## src/rtl/fetch_unit.sv

```systemverilog
// rtl/fetch_unit.sv - instruction fetch stage: PC, credit-based imem requests, decode-side FIFO
// Optional misaligned-target trap enabled by defining MISALIGN_TRAP_EN.

module fetch_unit #(
    parameter logic [31:0] RESET_PC   = 32'h0000_0000,
    parameter int          FIFO_DEPTH = 2
) (
    input  logic        clk,
    input  logic        rst,
    input  logic        redirect,
    input  logic [31:0] redirect_pc,
    output logic        imem_req_valid,
    input  logic        imem_req_ready,
    output logic [31:0] imem_req_addr,
    input  logic        imem_rsp_valid,
    input  logic [31:0] imem_rsp_data,
    output logic        inst_valid,
    input  logic        inst_ready,
    output logic [31:0] inst,
    output logic [31:0] inst_pc,
    output logic        fetch_fault
);

    localparam int PW = (FIFO_DEPTH > 1) ? $clog2(FIFO_DEPTH) : 1;
    localparam int CW = $clog2(FIFO_DEPTH + 1);
    localparam logic [CW:0] DEPTH_CNT = (CW + 1)'(FIFO_DEPTH);

    localparam logic [0:0] STATE_RUN   = 1'b0;
    localparam logic [0:0] STATE_FAULT = 1'b1;

    logic [0:0]    state;
    logic [31:0]   pc;
    logic [31:0]   rspPc;
    logic [CW-1:0] outstanding;
    logic [CW-1:0] drop;
    logic [CW-1:0] count;
    logic [PW-1:0] wrPtr;
    logic [PW-1:0] rdPtr;
    logic [31:0]   dataMem [FIFO_DEPTH];
    logic [31:0]   pcMem   [FIFO_DEPTH];

    logic [31:0] target;
    logic        misaligned;

`ifdef MISALIGN_TRAP_EN
    assign target     = redirect_pc;
    assign misaligned = |redirect_pc[1:0];
`else
    logic unusedTargetBits;
    assign unusedTargetBits = ^redirect_pc[1:0];
    assign target           = {redirect_pc[31:2], 2'b00};
    assign misaligned       = 1'b0;
`endif

    logic [CW:0] credit;
    logic        reqFire;
    logic        popFire;
    logic        keepRsp;
    logic        dropRsp;

    // Every in-flight or buffered fetch holds a slot, so a response can always be pushed.
    assign credit         = {1'b0, outstanding} + {1'b0, count};
    assign imem_req_valid = !rst && (state == STATE_RUN) && !redirect && (credit < DEPTH_CNT);
    assign imem_req_addr  = pc;
    assign reqFire        = imem_req_valid && imem_req_ready;

    assign inst_valid = (count != '0);
    assign inst       = dataMem[rdPtr];
    assign inst_pc    = pcMem[rdPtr];
    assign popFire    = inst_valid && inst_ready;

    assign keepRsp = imem_rsp_valid && !redirect && (drop == '0);
    assign dropRsp = imem_rsp_valid && !redirect && (drop != '0);

    always_ff @(posedge clk or posedge rst) begin
        if (rst) begin
            state       <= STATE_RUN;
            pc          <= RESET_PC;
            rspPc       <= RESET_PC;
            outstanding <= '0;
            drop        <= '0;
            count       <= '0;
            wrPtr       <= '0;
            rdPtr       <= '0;
        end else if (redirect) begin
            // Whatever is still in flight after this edge belongs to the wrong path.
            state       <= misaligned ? STATE_FAULT : STATE_RUN;
            pc          <= target;
            rspPc       <= target;
            outstanding <= outstanding - CW'(imem_rsp_valid);
            drop        <= outstanding - CW'(imem_rsp_valid);
            count       <= '0;
            wrPtr       <= '0;
            rdPtr       <= '0;
        end else begin
            if (reqFire) begin
                pc <= pc + 32'd4;
            end
            outstanding <= outstanding + CW'(reqFire) - CW'(imem_rsp_valid);
            if (dropRsp) begin
                drop <= drop - CW'(1);
            end
            if (keepRsp) begin
                rspPc <= rspPc + 32'd4;
                wrPtr <= wrPtr + PW'(1);
            end
            if (popFire) begin
                rdPtr <= rdPtr + PW'(1);
            end
            count <= count + CW'(keepRsp) - CW'(popFire);
        end
    end

    always_ff @(posedge clk) begin
        if (keepRsp) begin
            dataMem[wrPtr] <= imem_rsp_data;
            pcMem[wrPtr]   <= rspPc;
        end
    end

`ifdef MISALIGN_TRAP_EN
    assign fetch_fault = (state == STATE_FAULT);
`else
    assign fetch_fault = 1'b0;
`endif

endmodule

```

## config.mk

```make
export PLATFORM = sky130hd
export DESIGN_NAME = fetch_unit
export DESIGN_NICKNAME = d
export VERILOG_FILES = /design/src/rtl/fetch_unit.sv
export SDC_FILE = /design/constraint.sdc
export NUM_CORES = 1
export LEC_CHECK = 0
export CAP_MARGIN = 10
export CORE_MARGIN = 3
export CORE_UTILIZATION = 49
export DETAILED_ROUTE_END_ITERATION = 16
export PLACE_DENSITY = 0.86
export SETUP_SLACK_MARGIN = 0.4
export SYNTH_ARGS = -nofsm -noshare
export SYNTH_HDL_FRONTEND = slang
export SYNTH_SLANG_ARGS = --single-unit
```

## constraint.sdc

```tcl
create_clock -name clk -period 5.95 [get_ports clk]
set_input_delay 0.8925 -clock clk [delete_from_list [all_inputs] [get_ports clk]]
set_output_delay 0.8925 -clock clk [all_outputs]
set_load 0.02 [all_outputs]
```

==> summary.txt, run 1 <==
Outcome
  – Status: finished, final reports clean

GRT
  – First-pass GRT wire length: ~29000 um
  – Largest net degree at the start of global routing: 69
  – GRT overflow: 0
  – Vias in the first global route: 5568
  – GRT Util Overall: 0.1999
  – Initial antenna violation count: 0

Routing
  – Routed vias/inst: 5.578
  – Remaining antenna violation count: 0
  – DRT Pass-1 Iters: 7
  – Drt drc: 0
  – Routed vias: 5790
  – Final WL: roughly 18000 um
  – Routed WL per cell: 17.70 um
  – Initial DRC count: 414

STA
  – RSZ-0062 raised after global routing: false
  – Fin Clk Skew: approximately 0.0091 ns
  – Peak Freq: approximately 270 MHz
  – Final worst-path cycle share: 0.6161
  – Worst-Margin Slew: 0.8584 ns
  – Minimum clock period: around 3.7 ns
  – Fin. Hold Viols: 0
  – Max-slew violation count: 0
  – Setup TNS: 0 ns
  – Final setup fails: 0
  – Worst slew margin: 0.4277

Synthesis
  – Yosys Warn Count: 0
  – Asr flop ratio synth: 0.3542
  – XOR/XNOR share of the synthesized area: 0.03975
  – Post-synthesis mux area share: 0.08592
  – Post-synth EDFFs: 124
  – Seq/Total Area, Yosys: 0.6479
  – Synthesized area: around 8400 um2
  – Largest family of logic cells by synthesized area: simple AND/OR/NAND/NOR gates
  – Post-Synth Simple-Gate Area: 0.1194
  – Netlist cell types: 46
  – Avg Cell Area, Syn: 13.02 um2
  – Synth Area in Compound Gates: 0.06650
  – Top FF cell, synth: edfxtp_1
  – Adder-cell share of the synthesized area: 0.01435
  – FF+latch count, synth: between 150 and 200
  – Synth Instances: between 600 and 700

CTS
  – CTS Sinks: 192
  – TritonCTS buffer count: 17
  – Worst skew pair latency: 0.43 ns
  – Clk buf depth: 2
  – # hold bufs at CTS: 0
  – CTS tree: built
  – Clock H-tree levels: 4
  – Clock transition at path regs: 0.07 ns
  – Cts repair resizes: 0
  – CTS root buf: clkbuf_16
  – Post-CTS setup repair buffer count: 0

Critical path
  – Critical Path RT: 5.06 ns
  – FF-to-FF setup slack: 2.85 ns
  – Crit path DAT: 2.77 ns
  – Crit Path Category: reg2out
  – Worst setup EP type: output port
  – Crit-path max FO: 36
  – CP Launch Type: flop
  – Reg-to-Reg End: imem_req_addr[23]
  – Worst Reg-to-Reg Cells: 9
  – R2R Path Start: outstanding[0]

Power
  – Power Dens Cells: 353.1 nW/um2
  – Worst vdd ir: 0.2319 mV
  – Leakage dissipation: 3.853 nW

Min path
  – Hold EP: pcMem[0][26]
  – Hold path depth: 0
  – HP Class: reg2reg
  – Hold Crit Start: rspPc[26]

Cells and area
  – Final #Nets: ~880
  – Most frequent cells in the layout: 160 x clkdlybuf4s50_1, 124 x edfxtp_1, 69 x nand2_1
  – Most common cell after layout, fill and taps aside: clkdlybuf4s50_1
  – Final design utilization: 0.6478
  – Share of cells above drive strength 1: 0.1381
  – Antenna cells: 0
  – Area Overhead vs Synth: 28.75%
  – Filler instances: approximately 1.2k

Die
  – Chip Width: 136.7 um
  – Rows: 47
  – Die H: 136.7 um
  – Io pins: 169
  – Die ar.: about 19000 um2
  – Core Area: 16640 um2
  – Initial Util: 0.5031

Place
  – DP HPWL: 12330 um
  – GP Congestion: ~0.87
  – Input/output buffers: 161

Flow run
  – Max cap viols: 0
[synth_stat cells, drive strengths merged, types with 8 or more instances]
master,count,area share
or4,8,0.0076
nand2,69,0.031
xor2,10,0.010
nand3,29,0.017
nand4,16,0.012
a21oi,9,0.0054
dfrtp,68,0.20
nor4,8,0.0075
nor3,10,0.0060
inv,20,0.0090
ha,8,0.012
xnor2,28,0.029
clkbuf,20,0.0090
mux2,63,0.085
nor2,25,0.011
o21ai,44,0.026
buf,12,0.0078
and3,10,0.0075
edfxtp,124,0.44
o211ai,13,0.012
o311ai,11,0.012
[sequential cells by signal (all words and copies together) (netlist names)]
name,cells
pcMem,60
outstanding,2
count,2
dataMem,64
rdPtr,1
rspPc,30
imem_req_addr,30
wrPtr,1
drop,2
[how the worst max path moves through the flow]
stage,startpoint,end
3_5_place_dp,imem_rsp_valid,dataMem[0][9]
5_1_grt,rdPtr,inst_pc[20]
2_1_floorplan,redirect,dataMem[0][0]
6_report,rdPtr,inst_pc[13]
4_1_cts,rdPtr,inst_pc[13]
3_3_place_gp,imem_rsp_valid,dataMem[0][9]
[cells by family (layout without fill, tap and decap cells)]
family                     Yosys count  after routing
AOI/OAI and AO/OA                   90             90
xor gates and xnor gates            38             38
adders and majority gates            9              9
buffers and inverters               52            223
DFF                                192            192
muxes                               64             64
other                                1              5
and+or+nand+nor                    197            197
[cell type report]
cell class	instances	area, um2	share of cell area
repair buffers	171	1682	0.1560
inverters	20	75.07	0.006964
clock inverters	8	51.30	0.004759
multi-input cells	403	2756	0.2557
clock buffers	24	514.2	0.04770
well taps	220	275.3	0.02553
flip-flops and latches	192	5426	0.5034
[stage by stage]
stage               cell area, um2  power (mW)  setup WS [ns]  std cells  hold WS (ns)
floorplan                     8388       2.310          1.364        647        0.4628
global placement             10210       2.738          2.281       1006        0.5022
detailed placement           10210       2.765          2.298       1006        0.5176
CTS                          10780       3.835          2.214       1038        0.5346
global route                 10780       3.986          2.155       1038        0.5389
finish                       10780       3.807          2.284       1038        0.5340
[per-layer routing]
metal	global-route usage	part of all wire	wire (um)	vias up
li1	-	-	-	2711
met1	0.2808	0.44	8030	2776
met2	0.3048	0.46	8541	263
met3	0.04485	0.076	1398	40
met4	0.07839	0.022	404	0
met5	0	0	0	-
[power breakdown]
| group | switching (mW) | internal [mW] | total (mW) |
|---|---|---|---|
| logic | 0.516 | 0.511 | 1.03 |
| registers | 0.145 | 1.57 | 1.71 |
| clock network | 0.462 | 0.604 | 1.07 |
[worst max-delay path, stage by stage (launching register included)]
cell and delay [ns]:
dfrtp_2 0.81, buf_4 0.54, mux2_2 0.40, clkdlybuf4s50_1 0.59
Note: power is estimated with default switching activity, not from simulation.
==> run 2, diff against run 1 <==
CORE_UTILIZATION = 47   (was 49)
clock period = 2.95 ns   (was 5.95 ns; I/O delays follow)
==> run 2 against run 1 <==
  * Register-to-register slack worse by 2.6 ns
  * Non-clock buffer count increased by 18
  * Global-route usage is 0.19 points lower
  * Count of clock-buffer cells in the layout fell by 3
  * First-iteration DRC count shrank 16%
  * Clock skew increased by 0.010 ns
  * Via count is 1.5% higher
  * Power increased by 110%
  * Clock power is 110% higher
  * Sequential share of layout area down 1.6 points
  * Critical path depth rose by 5
  * Hold slack lost 0.069 ns
  * Largest cell class unchanged
  * Highest routed layer unchanged
==> summary.txt, run 2 (synthesis results as in run 1) <==
Outcome
  – Status: finished, final reports clean

CTS
  – CTS Sinks: 192 (unchanged)
  – # hold bufs at CTS: 0 (unchanged)
  – Worst skew pair latency: 0.43 ns (about the same)
  – Clock H-tree levels: 4 (unchanged)
  – CTS root buf: clkbuf_16
  – TritonCTS buffer count: 17 (unchanged)
  – CTS tree: built
  – Clk buf depth: 2 (unchanged)
  – Clock transition at path regs: 0.08 ns (about the same)

Place
  – DP HPWL: 12770 um (+3.5%)
  – Input/output buffers: 161 (unchanged)
  – GP Congestion: 0.8788 (+0.54%)

STA
  – Peak Freq: 368.8 MHz
  – Setup TNS: 0 ns (unchanged)
  – Final worst-path cycle share: 0.9191
  – Max-slew violation count: 0 (unchanged)
  – Worst slew margin: 0.5563 (+0.1286)
  – Hold slack: 0.4646 ns (-0.06937 ns)
  – Fin. Hold Viols: 0 (unchanged)
  – Minimum clock period: 2.711 ns
  – Fin Clk Skew: 0.01944 ns (+0.01033 ns)
  – Worst-Margin Slew: 0.6655 ns (-0.1929 ns)
  – Final setup fails: 0 (unchanged)
  – RSZ-0062 raised after global routing: true

Critical path
  – Worst path cell trace: and2_4 > fa_2 > or4_4 > or4_4 > buf_4 > buf_6 > o311ai_4 > nand3_1
  – Worst setup EP type: flop
  – Top cell by count, worst path: or4_4
  – Crit Path Category: reg2reg
  – CP Launch Type: flop
  – Critical Path RT: 3.26 ns (-1.80 ns)
  – Crit-path max FO: 5 (-86%)
  – CP max-delay cell: or4_4
  – Crit-path max cell delay: 0.58 ns (-0.23 ns)
  – Crit path DAT: 3.02 ns (+0.25 ns)

Cells and area
  – Biggest register: dataMem
  – Most common cell after layout, fill and taps aside: clkdlybuf4s50_1
  – Antenna cells: 0 (unchanged)
  – Share of cells above drive strength 1: 0.1746 (+0.03650)
  – Final #Nets: 902 (+2.0%)
  – Most frequent cells in the layout: 155 x clkdlybuf4s50_1, 124 x edfxtp_1, 69 x nand2_1
  – Max reg flops: 64 (unchanged)
  – Biggest regs: dataMem x64, pcMem x60
  – Area Overhead vs Synth: 32.94%

Power
  – Worst vdd ir: 0.3745 mV (+61%)
  – Internal: 5.521 mW (+110%)
  – Part of the power in combinational logic: 0.289 (+0.019)
  – Sequential power share: 0.430 (-0.020)
  – Switching portion of total power: 0.3034 (+0.008365)
  – Clock power share: 0.281 (about the same)
  – Sw Pwr: 2.405 mW (+110%)
  – Leakage dissipation: 4.051 nW (+5.1%)
  – Power consumption: 7.927 mW (+110%)
  – Power Dens Cells: 712.1 nW/um2 (+100%)

Routing
  – Routed vias/inst: 5.536 (-0.75%)
  – Final WL: 19290 um (+5.0%)
  – Remaining antenna violation count: 0 (unchanged)
  – Routed WL per cell: 18.18 um (+2.7%)
  – DRT Pass-1 Iters: 5 (-2)
  – Routed vias: 5874 (+1.5%)
  – Drt drc: 0 (unchanged)
  – Initial DRC count: 348 (-16%)

Flow run
  – Max cap viols: 0 (unchanged)

GRT
  – GRT overflow: 0 (unchanged)
  – Initial antenna violation count: 0 (unchanged)
  – Most Used Layer, Global Route: met2
  – GRT Util Overall: 0.1980 (-0.001898)
  – First-pass GRT wire length: 30590 um (+6.0%)
  – Met1 Track Usage GR: 0.2757 (-0.005185)
  – Met2 Resource Use GR: 0.3148 (+0.009994)
  – Met3 Use GR: 0.04261 (-0.002241)
  – Largest net degree at the start of global routing: 75 (+8.7%)
  – Vias in the first global route: 5763 (+3.5%)

Die
  – Die H: 139.5 um (+2.0%)
  – Io pins: 169 (unchanged)
  – Chip Width: 139.5 um (+2.0%)
  – Die ar.: 19450 um2 (+4.1%)
  – Rows: 48 (+2.1%)
  – Core Area: 17360 um2 (+4.3%)
  – Initial Util: 0.4824 (-0.02071)

Min path
  – HP Class: in2async
==> run 2: cell count changes in the layout (fill, tap and decap cells not counted), moves of 5 or more <==
cell,before,now
buf_12,0,5
buf_4,10,18
buf_6,0,6
clkdlybuf4s50_1,160,155
inv_6,0,7
o311ai_0,11,5
==> run 2: worst paths after layout <==
path	startpoint	to	slack [ns]	cells after the start
max	outstanding[0]	imem_req_addr[16]	0.24	8
min	rst	rdPtr	0.46	3
max reg2reg	outstanding[0]	imem_req_addr[16]	0.24	8
min reg2reg	rspPc[26]	pcMem[1][26]	0.54	0
max in group asynchronous	rst	rspPc[21]	2.16	3
min in group clk	redirect	rspPc[3]	0.52	4
==> run 2: per-layer routing <==
metal | up-vias | wire length, um
met5 | - | 0
met3 | 19 | 1362
li1 | 2744 | -
met4 | 0 | 254
met2 | 284 | 9318
met1 | 2827 | 8359
==> run 2: layout make-up <==
class / instances / area (um2)
Tap cell: 225 / 281.5
Inverter: 20 / 80.08
Clock inverter: 11 / 90.09
Timing Repair Buffer: 189 / 1909
Multi-Input combinational cell: 403 / 2851
Sequential cell: 192 / 5426
Fill cell: 1323 / 6226
Clock buffer: 21 / 491.7
==> run 2: power groups by stage <==
stage | combinational, mW | sequential [mW] | clock, mW
2_1_floorplan | 1.21 | 3.47 | 0
3_3_place_gp | 2.15 | 3.43 | 0
3_5_place_dp | 2.19 | 3.46 | 0
4_1_cts | 2.26 | 3.40 | 2.28
5_1_grt | 2.46 | 3.45 | 2.40
6_report | 2.29 | 3.41 | 2.23
==> run 2: worst max-delay path, delay by kind of cell, from the launching register on <==
kind	cells	cell delay, ns
fa+ha+maj	1	0.39
flops	1	0.38
compound gates	1	0.20
buf+inv	2	0.28
simple gates	4	1.34
==> run 2: stage by stage <==
stage               instances  setup slack, ns  cell area, um2  utilization
floorplan                 647           0.1082            8449            -
global placement         1017           0.1324           10350       0.5962
detailed placement       1017          0.08938           10350       0.5962
CTS                      1055           0.2398           11000       0.6339
global route             1061           0.1983           11130       0.6413
finish                   1061           0.2387           11130       0.6413
==> run 2: what timing repair did <==
action | CTS | global route
pin swaps | 9 | 11
buffers inserted | 6 | 6
endpoints found under the setup margin | 8 | 28
gates resized for setup | 14 | 23
